==> config.mk <==
export PLATFORM = sky130hd
export DESIGN_NAME = imm_gen_stage
export DESIGN_NICKNAME = d
export VERILOG_FILES = /design/src/rtl/imm_gen_stage.sv
export SDC_FILE = /design/constraint.sdc
export NUM_CORES = 1
export LEC_CHECK = 0
export CORE_ASPECT_RATIO = 1.5
export CORE_MARGIN = 2
export CORE_UTILIZATION = 58
export DETAILED_ROUTE_END_ITERATION = 7
export PLACE_DENSITY_LB_ADDON = 0.2
export SYNTH_ARGS = -nofsm -noshare
export SYNTH_HDL_FRONTEND = slang
export SYNTH_SLANG_ARGS = --single-unit
==> constraint.sdc <==
create_clock -name clk -period 6.98 [get_ports clk]
set_input_delay 1.396 -clock clk [delete_from_list [all_inputs] [get_ports clk]]
set_output_delay 1.396 -clock clk [all_outputs]
set_load 0.005 [all_outputs]
==> src/rtl/imm_gen_stage.sv <==
// RISC-V immediate decode stage behind a 2-entry skid buffer (output register + skid register).
// Optional: define IMM_GEN_STATS_EN to add the illegal_cnt output-handshake counter.
module imm_gen_stage #(
    parameter int XLEN = 32
) (
    input  logic            clk,
    input  logic            rst,
    input  logic            flush,
    input  logic            in_valid,
    output logic            in_ready,
    input  logic [31:0]     in_inst,
    input  logic [XLEN-1:0] in_pc,
    output logic            out_valid,
    input  logic            out_ready,
    output logic [XLEN-1:0] out_imm,
    output logic [2:0]      out_fmt,
    output logic            out_illegal,
    output logic [XLEN-1:0] out_pc,
    output logic [XLEN-1:0] out_target
`ifdef IMM_GEN_STATS_EN
    ,
    output logic [31:0]     illegal_cnt
`endif
);

    typedef enum logic [2:0] {
        FMT_NONE = 3'd0,
        FMT_I    = 3'd1,
        FMT_S    = 3'd2,
        FMT_B    = 3'd3,
        FMT_U    = 3'd4,
        FMT_J    = 3'd5
    } fmt_e;

    typedef struct packed {
        logic [XLEN-1:0] imm;
        logic [2:0]      fmt;
        logic            illegal;
        logic [XLEN-1:0] pc;
        logic [XLEN-1:0] target;
    } entry_t;

    localparam logic [6:0] OP_IMM    = 7'b0010011;
    localparam logic [6:0] OP_LOAD   = 7'b0000011;
    localparam logic [6:0] OP_JALR   = 7'b1100111;
    localparam logic [6:0] OP_SYSTEM = 7'b1110011;
    localparam logic [6:0] OP_FENCE  = 7'b0001111;
    localparam logic [6:0] OP_STORE  = 7'b0100011;
    localparam logic [6:0] OP_BRANCH = 7'b1100011;
    localparam logic [6:0] OP_LUI    = 7'b0110111;
    localparam logic [6:0] OP_AUIPC  = 7'b0010111;
    localparam logic [6:0] OP_JAL    = 7'b1101111;
    localparam logic [6:0] OP_REG    = 7'b0110011;

    fmt_e            w_fmt;
    logic            w_illegal;
    logic [XLEN-1:0] w_imm;
    logic            w_is_shift;
    entry_t          w_entry;
    logic            w_accept;
    logic            w_out_load;

    entry_t          r_out;
    entry_t          r_skid;
    logic            r_out_valid;
    logic            r_skid_valid;
    logic            r_in_ready;

    assign w_is_shift = (in_inst[14:12] == 3'b001) || (in_inst[14:12] == 3'b101);

    // NOTE: every always_comb output gets a default first so no path can infer a latch.
    always_comb begin
        w_fmt     = FMT_NONE;
        w_illegal = 1'b0;
        w_imm     = '0;
        case (in_inst[6:0])
            OP_IMM: begin
                w_fmt = FMT_I;
                if (w_is_shift) begin
                    // Shift immediates are an unsigned shamt; RV64 widens it by one bit.
                    if (XLEN == 64) w_imm = {{(XLEN-6){1'b0}}, in_inst[25:20]};
                    else            w_imm = {{(XLEN-5){1'b0}}, in_inst[24:20]};
                end else begin
                    w_imm = {{(XLEN-12){in_inst[31]}}, in_inst[31:20]};
                end
            end
            OP_LOAD, OP_JALR, OP_SYSTEM, OP_FENCE: begin
                w_fmt = FMT_I;
                w_imm = {{(XLEN-12){in_inst[31]}}, in_inst[31:20]};
            end
            OP_STORE: begin
                w_fmt = FMT_S;
                w_imm = {{(XLEN-12){in_inst[31]}}, in_inst[31:25], in_inst[11:7]};
            end
            OP_BRANCH: begin
                w_fmt = FMT_B;
                w_imm = {{(XLEN-13){in_inst[31]}}, in_inst[31], in_inst[7],
                         in_inst[30:25], in_inst[11:8], 1'b0};
            end
            OP_LUI, OP_AUIPC: begin
                w_fmt = FMT_U;
                w_imm = {{(XLEN-32){in_inst[31]}}, in_inst[31:12], 12'b0};
            end
            OP_JAL: begin
                w_fmt = FMT_J;
                w_imm = {{(XLEN-21){in_inst[31]}}, in_inst[31], in_inst[19:12],
                         in_inst[20], in_inst[30:21], 1'b0};
            end
            OP_REG: begin
                w_fmt = FMT_NONE;
            end
            default: begin
                w_fmt     = FMT_NONE;
                w_illegal = 1'b1;
            end
        endcase
    end

    always_comb begin
        w_entry         = '0;
        w_entry.imm     = w_imm;
        w_entry.fmt     = w_fmt;
        w_entry.illegal = w_illegal;
        w_entry.pc      = in_pc;
        w_entry.target  = in_pc + w_imm;
    end

    assign w_accept   = in_valid && r_in_ready;
    assign w_out_load = !r_out_valid || out_ready;

    // NOTE: state registers use non-blocking assignments so every flop samples pre-edge values.
    always_ff @(posedge clk) begin
        if (rst) begin
            r_out_valid  <= 1'b0;
            r_skid_valid <= 1'b0;
            r_in_ready   <= 1'b0;
            r_out        <= '0;
        end else if (flush) begin
            r_out_valid  <= 1'b0;
            r_skid_valid <= 1'b0;
            r_in_ready   <= 1'b1;
        end else if (w_out_load) begin
            r_in_ready <= 1'b1;
            if (r_skid_valid) begin
                r_out        <= r_skid;
                r_out_valid  <= 1'b1;
                r_skid_valid <= 1'b0;
            end else begin
                r_out_valid <= w_accept;
                if (w_accept) r_out <= w_entry;
            end
        end else if (w_accept) begin
            // Output is stalled: park the new entry and stop accepting.
            r_skid_valid <= 1'b1;
            r_in_ready   <= 1'b0;
        end
    end

    // NOTE: skid payload carries no reset; r_skid_valid alone says whether it means anything.
    always_ff @(posedge clk) begin
        if (w_accept && !w_out_load) r_skid <= w_entry;
    end

`ifdef IMM_GEN_STATS_EN
    logic [31:0] r_illegal_cnt;

    always_ff @(posedge clk) begin
        if (rst) begin
            r_illegal_cnt <= '0;
        end else if (r_out_valid && out_ready && r_out.illegal) begin
            r_illegal_cnt <= r_illegal_cnt + 32'd1;
        end
    end

    assign illegal_cnt = r_illegal_cnt;
`endif

    assign in_ready    = r_in_ready;
    assign out_valid   = r_out_valid;
    assign out_imm     = r_out.imm;
    assign out_fmt     = r_out.fmt;
    assign out_illegal = r_out.illegal;
    assign out_pc      = r_out.pc;
    assign out_target  = r_out.target;

endmodule

==> reports/metrics.cfg, run 1 <==
[run_status]
status=finished clean

[yosys]
postSynthAreaPerCell_sq_um=10.2
synth_cell_type_count=60
synth_edf_count=100
synth_top_area_cell=edfxtp_1
yosysTopAreaCellShare=0.305
synth.cell_area_sq_um=9860
yosys_warnings=0
synth_nets=1070
yosysSeqAreaShare=0.514
synth-async-reset-ratio=0
ys_ff_latch=203
synth.area.top_cells=edfxtp_1 (30%), dfxtp_1 (21%), mux2i_1 (5.1%)
syn_inst=969
synth_ff_type=dfxtp_1

[route]
drt_iter0_markers=528
drt-total-wl_mm=26.9
vias_per_cell=6.00
ant_nets=0
drcViolationCount=0
wl_per_cell_um=20.3
via_count=7953
drtPass1Iterations=5

[global_route]
grt_pass1_wl_mm=42.3
grt_pass1_vias=7945
grt_antenna_before_repair=1
gr-usage-all-layers=0.292
overflow=0
grt_max_degree=78

[power]
clockPowerShare=0.408
seqPwrFrac=0.480
switching_share=0.234
vdd_drop_max_mv=0.212
switchingPower_w=0.000629
leakage_nw=4.62
p_per_area_nw_per_um2=218
power_frac_comb=0.113
intPower_w=0.00206

[sta]
setup_viol=0
fin_skew_ps=10.6
min_period_over_period=0.824
rsz0062_at_grt=false
max_freq_ghz=0.174
fin_ws_ps=1230
period_minus_slack_ps=5750
finalSetupTns_ps=0
slew_viol_final=0
final_hold_viol_count=0
worstMarginPinSlew_ps=1060
max-slew-margin-rel=0.290

[cts]
cts-root-buf=clkbuf_16
cts_resized=0
cts_buffers=20
tritoncts=done
htreeDepth=1
cts.sinks=203
clock_path_buffers=3
clock_latency_ps=490
post_cts_buffers=0
clk_pin_slew_ps=60
cts_hold_buffers=0

[setup_path]
crit_type=input pin to register
worst-r2r-setup-slack_ps=4380
crit_path_max_incr_delay_ps=870
crit_slowest_cell=a31oi_1
cp-start-kind=input pin
r2r_end=out_target[31]
cp.required_ps=7360
end_kind=register
crit_top_cell=a21o_1
cp_max_fo=11
path_buf_inv=1
path_cells=clkdlybuf4s50_1 -> or3_4 -> a2111oi_4 -> nor3b_2 -> a31oi_1 -> a21o_1 -> ha_1 -> a21o_1 -> a21o_1 -> a21oi_1 -> nor2b_1 -> o41ai_1 -> o31ai_1 -> xor2_1 -> o31a_1
crit_family=compound AO/OA/AOI/OAI gates
crit_start=in_inst[2]
r2r_start=r_skid_valid
arrival_ps=6130
worstRegToRegCells=5

[placed_design]
dp_hpwl_mm=19.1
io_buffers=170
place_ws_ps=778
gp_congestion=0.914

[hold_path]
min_to=out_imm[3]
hold_depth=2
hold_start=out_imm[3]
worstHoldPathType=register to register

[cells_and_area]
drive_gt1_frac=0.0583
fillers=1242
nNetsFinal=1202
syn2layout_area_growth_pct=24.8
utilization=0.737

[floorplanning]
fp.dieW_um=110
pin_count=171
die-area_sq_um=18100
start_util=0.591
core-area_sq_um=16700
die_h_um=164
rows=58

[run]
cap_violations=0

==> layout make-up <==
cell class	count	area (sq um)	area share
timing repair buffer	178	1760	0.143
clock inverter	9	73.8	0.00600
antenna	1	2.50	0.000203
tap	210	263	0.0214
inverter	15	56.3	0.00458
clock buffer	27	601	0.0488
multi-input combinational	683	4480	0.364
sequential	203	5070	0.412
==> power groups by stage <==
stage | Clock, W | Combinational [W] | Sequential (W)
after floorplan | 0 | 0.000154 | 0.00132
after global placement | 0 | 0.000297 | 0.00131
after detailed placement | 0 | 0.000300 | 0.00131
after CTS | 0.00111 | 0.000303 | 0.00129
after global routing | 0.00115 | 0.000329 | 0.00129
final | 0.00110 | 0.000303 | 0.00129
==> per-layer routing <==
layer | up-vias | GRT usage | part of all wire
met2 | 281 | 0.525 | 0.51
li1 | 3826 | - | -
met5 | - | 0 | 0
met3 | 68 | 0.0402 | 0.052
met1 | 3778 | 0.344 | 0.38
met4 | 0 | 0.139 | 0.049
==> how the worst max path moves through the flow <==
stage / to / slack, ps / cells past startpoint
2_1_floorplan: out_target[31] / 2040 / 15
3_3_place_gp: out_target[29] / 740 / 15
3_5_place_dp: out_target[31] / 780 / 15
4_1_cts: out_target[29] / 1270 / 15
5_1_grt: out_target[31] / 890 / 15
6_report: out_target[29] / 1230 / 15
==> through the flow <==
| stage | instances | area [sq um] | total power [W] | hold slack (ps) |
|---|---|---|---|---|
| floorplan | 969 | 9860 | 0.00147 | 448 |
| global placement | 1289 | 11600 | 0.00161 | 438 |
| detailed placement | 1289 | 11600 | 0.00161 | 442 |
| CTS | 1325 | 12300 | 0.00270 | 451 |
| global route | 1326 | 12300 | 0.00277 | 466 |
| finish | 1326 | 12300 | 0.00269 | 449 |
==> logic make-up after synthesis <==
group / Yosys count / share of synthesized area
fa+ha+maj: 32 / 0.0414
xor+xnor: 28 / 0.0249
flops: 203 / 0.514
compound gates: 293 / 0.199
mux: 55 / 0.0565
simple gates: 275 / 0.131
buf+inv: 83 / 0.0330
==> Yosys cell counts, types with 2 or more instances <==
library cell / count
or2_2: 3
xnor2_1: 18
clkbuf_1: 57
and2_1: 3
mux2i_1: 50
o21bai_1: 2
dfxtp_1: 103
nor2_1: 85
o211ai_1: 29
o21ai_0: 41
and3_1: 5
xor2_1: 10
buf_1: 5
a21o_1: 37
nand4_1: 7
o21a_1: 5
inv_1: 14
nor4_1: 2
edfxtp_1: 100
nand2b_1: 27
nor2b_1: 11
nand3_1: 14
o31ai_1: 4
buf_2: 5
a211oi_1: 52
a21oi_1: 85
o41ai_1: 3
a22o_1: 5
or3b_2: 2
nand3b_1: 2
mux2_2: 5
a311oi_1: 10
nor3_1: 14
a31oi_1: 7
nand2_1: 91
ha_1: 31
or3_1: 2
==> placed cells by master, fill, tap and decap left out, drive strengths merged, types with 5 or more instances in the layout <==
cell type | Yosys | routed
xor2 | 10 | 10
o211ai | 29 | 29
clkinv | 1 | 7
edfxtp | 100 | 100
a311oi | 10 | 10
o21a | 5 | 5
inv | 14 | 14
a21oi | 85 | 85
ha | 31 | 31
nand4 | 7 | 7
a21o | 37 | 37
mux2 | 5 | 5
o31ai | 5 | 5
nand2 | 91 | 91
a31oi | 8 | 8
nor2 | 85 | 85
dfxtp | 103 | 103
and3 | 6 | 6
nand3 | 14 | 14
buf | 11 | 9
a22o | 5 | 5
xnor2 | 18 | 18
clkbuf | 57 | 27
o21ai | 41 | 41
nand2b | 27 | 27
a211oi | 53 | 53
nor3 | 14 | 14
mux2i | 50 | 50
clkdlybuf4s50 | 0 | 169
nor2b | 11 | 11
==> registers in the layout, summed over array words and instances, names as in the netlist <==
signal and flops:
out_imm 32, r_skid_valid 1, out_fmt 3, out_valid 1, r_skid 100, out_illegal 1, out_target 32, out_pc 32
in_ready 1
==> worst reg2reg max path, stage by stage, from the launching register on <==
cell,delay [ps]
dfxtp_4,750
a21oi_1,210
or3_1,510
buf_4,340
nor3_1,510
a221o_1,240
Power figures use the tool's default switching activity.
==> run 2: changes to the inputs <==
- CORE_UTILIZATION: 58 -> 53
- clock period: 6.98 -> 6 ns (I/O delays scaled with it)
==> reports/metrics.cfg, run 2 (synthesis results as in run 1) <==
[route]
ant_nets=0
vias_per_cell=5.79
drt-total-wl_mm=26.6
drcViolationCount=0
drt_iter0_markers=608
drtPass1Iterations=5
via_count=7947
wl_per_cell_um=19.4

[placed_design]
dp_hpwl_mm=18.5
place_ws_ps=300
io_buffers=170
gp_congestion=0.909

[power]
leakage_nw=4.65
p_per_area_nw_per_um2=253
vdd_drop_max_mv=0.227

[global_route]
grt_antenna_before_repair=1
grt_max_degree=154
gr-usage-all-layers=0.267
overflow=0
grt_pass1_wl_mm=41.2
grt_pass1_vias=7635

[cells_and_area]
final_common_cell=clkdlybuf4s50_1
multi_input_area_sq_um=4480
top_register=r_skid
largest_register_ffs=100
fillers=1457
drive_gt1_frac=0.0634
area.sequential_sq_um=5070
final_cell_mix=clkdlybuf4s50_1 (169), dfxtp_1 (102), edfxtp_1 (100), nand2_1 (91)
nNetsFinal=1207
utilization=0.674
syn2layout_area_growth_pct=25.8

[sta]
rsz0062_at_grt=false
min_period_over_period=0.876
slew_viol_final=0
max_freq_ghz=0.190
holdWs_ps=450
final_hold_viol_count=0
worstMarginPinSlew_ps=1010
setup_viol=0
max-slew-margin-rel=0.326
finalSetupTns_ps=0
fin_ws_ps=742
fin_skew_ps=17.2
period_minus_slack_ps=5260

[cts]
htreeDepth=1
clock_latency_ps=500
cts_resized=0
cts-root-buf=clkbuf_16
clk_pin_slew_ps=70
cts.sinks=203
clock_path_buffers=3
post_cts_buffers=0
cts_hold_buffers=0
cts_buffers=20
tritoncts=done

[floorplanning]
rows=61
start_util=0.536
die_h_um=171
fp.dieW_um=115
die-area_sq_um=19700
core-area_sq_um=18400
pin_count=171

[setup_path]
crit_type=input pin to register
cp-start-kind=input pin
worstRegToRegCells=5
arrival_ps=5630
end_kind=register
cp_max_fo=11
cp.required_ps=6370

[run]
cap_violations=0

[hold_path]
hold_depth=2
worstHoldPathType=register to register

[run_status]
status=finished clean

run 2: area by class of cell:
cell class	count	area share
clock buffers	27	0.0474
well taps	252	0.0254
multi-input cells	683	0.361
diodes	1	0.000202
clock inverters	9	0.00696
inverters	15	0.00454
repair buffers	183	0.146
flip-flops and latches	203	0.409
run 2: worst max-delay path: stages:
cell and delay, ps:
clkdlybuf4s50_1 590, nand4bb_4 350, or3b_2 600, inv_1 220
a22oi_1 180, inv_1 120, ha_1 240, a211oi_1 480
o211ai_1 170, a211oi_2 370, a211oi_1 170, o21a_1 270
o221ai_1 230, o31ai_2 110, a221o_1 320
run 2: per-stage QoR:
stage / instances / area, sq um / power, W
after floorplan: 969 / 9860 / 0.00171
final: 1373 / 12400 / 0.00313
after CTS: 1372 / 12400 / 0.00316
after detailed placement: 1336 / 11700 / 0.00188
after global routing: 1373 / 12400 / 0.00324
after global placement: 1336 / 11700 / 0.00188
run 2: worst paths after layout:
path                                   start             end  slack, ps
worst min-delay path             out_imm[11]     out_imm[11]        450
worst max-delay path              in_inst[2]  out_target[31]        740
worst max register to register  r_skid_valid  out_target[31]       3640
worst min register to register   out_imm[11]     out_imm[11]        450
run 2: report_power, final:
part	internal [W]	switching (W)
logic	0.000166	0.000186
clock network	0.000738	0.000544
registers	0.00148	0.0000162
total	0.00239	0.000746
run 2: routing by layer:
layer  vias to the layer above  GRT usage  share of wire  routed length (um)
met2                       234      0.486           0.52               13800
met5                         -          0              0                   0
met4                         0     0.0932          0.034                 898
met1                      3808      0.325           0.41               10800
met3                        56     0.0269          0.044                1160
li1                       3849          -              -                   -
==> run 3: changes to the inputs <==
- CORE_UTILIZATION: 53 -> 48
- clock period: 6 -> 4.74 ns (I/O delays scaled with it)
==> reports/metrics.cfg, run 3 (synthesis results as in run 1) <==
[floorplanning]
die_h_um=180
pin_count=171
fp.dieW_um=121
die-area_sq_um=21700
start_util=0.487
core-area_sq_um=20300
rows=64

[cts]
cts_hold_buffers=0
cts-root-buf=clkbuf_16
htreeDepth=1
clk_pin_slew_ps=70
clock_latency_ps=500
tritoncts=done
cts.sinks=203
clock_path_buffers=3
cts_buffers=21

[global_route]
overflow=0
grt_antenna_before_repair=1
grt_pass1_wl_mm=44.6
grt_pass1_vias=8302
grt_max_degree=93
gr-usage-all-layers=0.259

[cells_and_area]
layout.cells.non_filler=1522
final_cell_mix=clkdlybuf4s50_1 (169), buf_4 (147), dfxtp_1 (102), edfxtp_1 (100), nand2_1 (91)
nNetsFinal=1344
fillers=1704
area.sequential_sq_um=5070
top_register=r_skid
final_common_cell=clkdlybuf4s50_1
syn2layout_area_growth_pct=37.2
largest_register_ffs=100
drive_gt1_frac=0.173
multi_input_area_sq_um=4560

[power]
clockPowerShare=0.400
switchingPower_w=0.000936
seqPwrFrac=0.471
intPower_w=0.00309
total_power_w=0.00403
switching_share=0.232
p_per_area_nw_per_um2=298
leakage_nw=5.35
power_frac_comb=0.129
vdd_drop_max_mv=0.257

[setup_path]
crit_top_cell=buf_4
end_kind=register
cp.required_ps=5170
arrival_ps=5010
path_cells=clkdlybuf4s50_1 -> buf_4 -> nand4bb_4 -> a2111oi_2 -> nor3b_4 -> and3_2 -> nor2b_1 -> ha_1 -> and4_1 -> o2111a_1 -> a211oi_4 -> buf_4 -> or2_2 -> o21bai_1 -> xor2_1 -> buf_4 -> mux2i_1 -> a21oi_1
cp-start-kind=input pin
cp_max_fo=10
crit_path_max_incr_delay_ps=460
crit_type=input pin to register
crit_slowest_cell=a2111oi_2

[route]
drcViolationCount=0
drt_iter0_markers=499
drt-total-wl_mm=28.2
via_count=8304
wl_per_cell_um=18.5
vias_per_cell=5.46
ant_nets=0
drtPass1Iterations=4

[sta]
rsz0062_at_grt=true
max_freq_ghz=0.218
fin_skew_ps=8.68
slew_viol_final=0
period_minus_slack_ps=4580
finalSetupTns_ps=0
fin_ws_ps=157
final_hold_viol_count=0
setup_viol=0
worstMarginPinSlew_ps=1010
max-slew-margin-rel=0.325
min_period_over_period=0.967
holdWs_ps=449

[placed_design]
dp.cells=1483
dp_hpwl_mm=20.5
gp_congestion=0.937
place_ws_ps=-442
io_buffers=170

[hold_path]
worstHoldPathType=register to register

[run]
cap_violations=0

[run_status]
status=finished clean

## run 3: cell types whose count changed in the layout (fill, tap and decap cells not counted), moves of 3 or more
cell / delta
clkbuf_1: +4
a21oi_1: -4
a21oi_2: +4
buf_4: +135
clkinv_4: -3
## run 3: repair_timing
action | 4_1_cts | 5_1_grt
endpoints found under the setup margin | 0 | 14
buffers inserted | 0 | 1
gates resized for setup | 0 | 18
## run 3: critical path, delay by kind of cell
| family | cells | cell delay, ps |
|---|---|---|
| compound gates | 5 | 1150 |
| buf+inv | 4 | 940 |
| mux | 1 | 80 |
| simple gates | 6 | 1400 |
| fa+ha+maj | 1 | 240 |
| xor+xnor | 1 | 260 |
## run 3: power groups by stage
stage          combinational, W  sequential (W)  clock (W)
2_1_floorplan          0.000227         0.00194          0
3_3_place_gp           0.000506         0.00194          0
3_5_place_dp           0.000510         0.00194          0
4_1_cts                0.000514         0.00190    0.00164
5_1_grt                0.000568         0.00190    0.00170
6_report               0.000520         0.00190    0.00161
## run 3: metal layers
metal | vias to the layer above | wire length (um) | track usage
met4 | 0 | 1200 | 0.111
met1 | 3949 | 11400 | 0.306
met5 | - | 0 | 0
li1 | 4117 | - | -
met3 | 62 | 889 | 0.0289
met2 | 176 | 14800 | 0.469
## run 3: path summary, 6_finish.rpt
path | to | slack (ps) | cells after the start | startpoint
worst min-delay path | out_imm[13] | 450 | 2 | out_imm[13]
worst min register to register | out_imm[13] | 450 | 2 | out_imm[13]
worst max-delay path | out_target[17] | 160 | 18 | in_inst[2]
worst max register to register | out_imm[5] | 2190 | 4 | r_skid_valid
## run 3: final cells by class
class,instances,area share
Inverter,15,0.00416
Clock inverter,5,0.00379
Tap cell,264,0.0244
Antenna cell,1,0.000185
Clock buffer,32,0.0456
Multi-Input combinational cell,683,0.337
Sequential cell,203,0.375
Timing Repair Buffer,319,0.210
## run 3: metrics by stage
step                area (sq um)   util
global placement           12800  0.630
finish                     13500  0.668
detailed placement         12800  0.630
global route               13500  0.668
floorplan                   9860      -
CTS                        13400  0.663
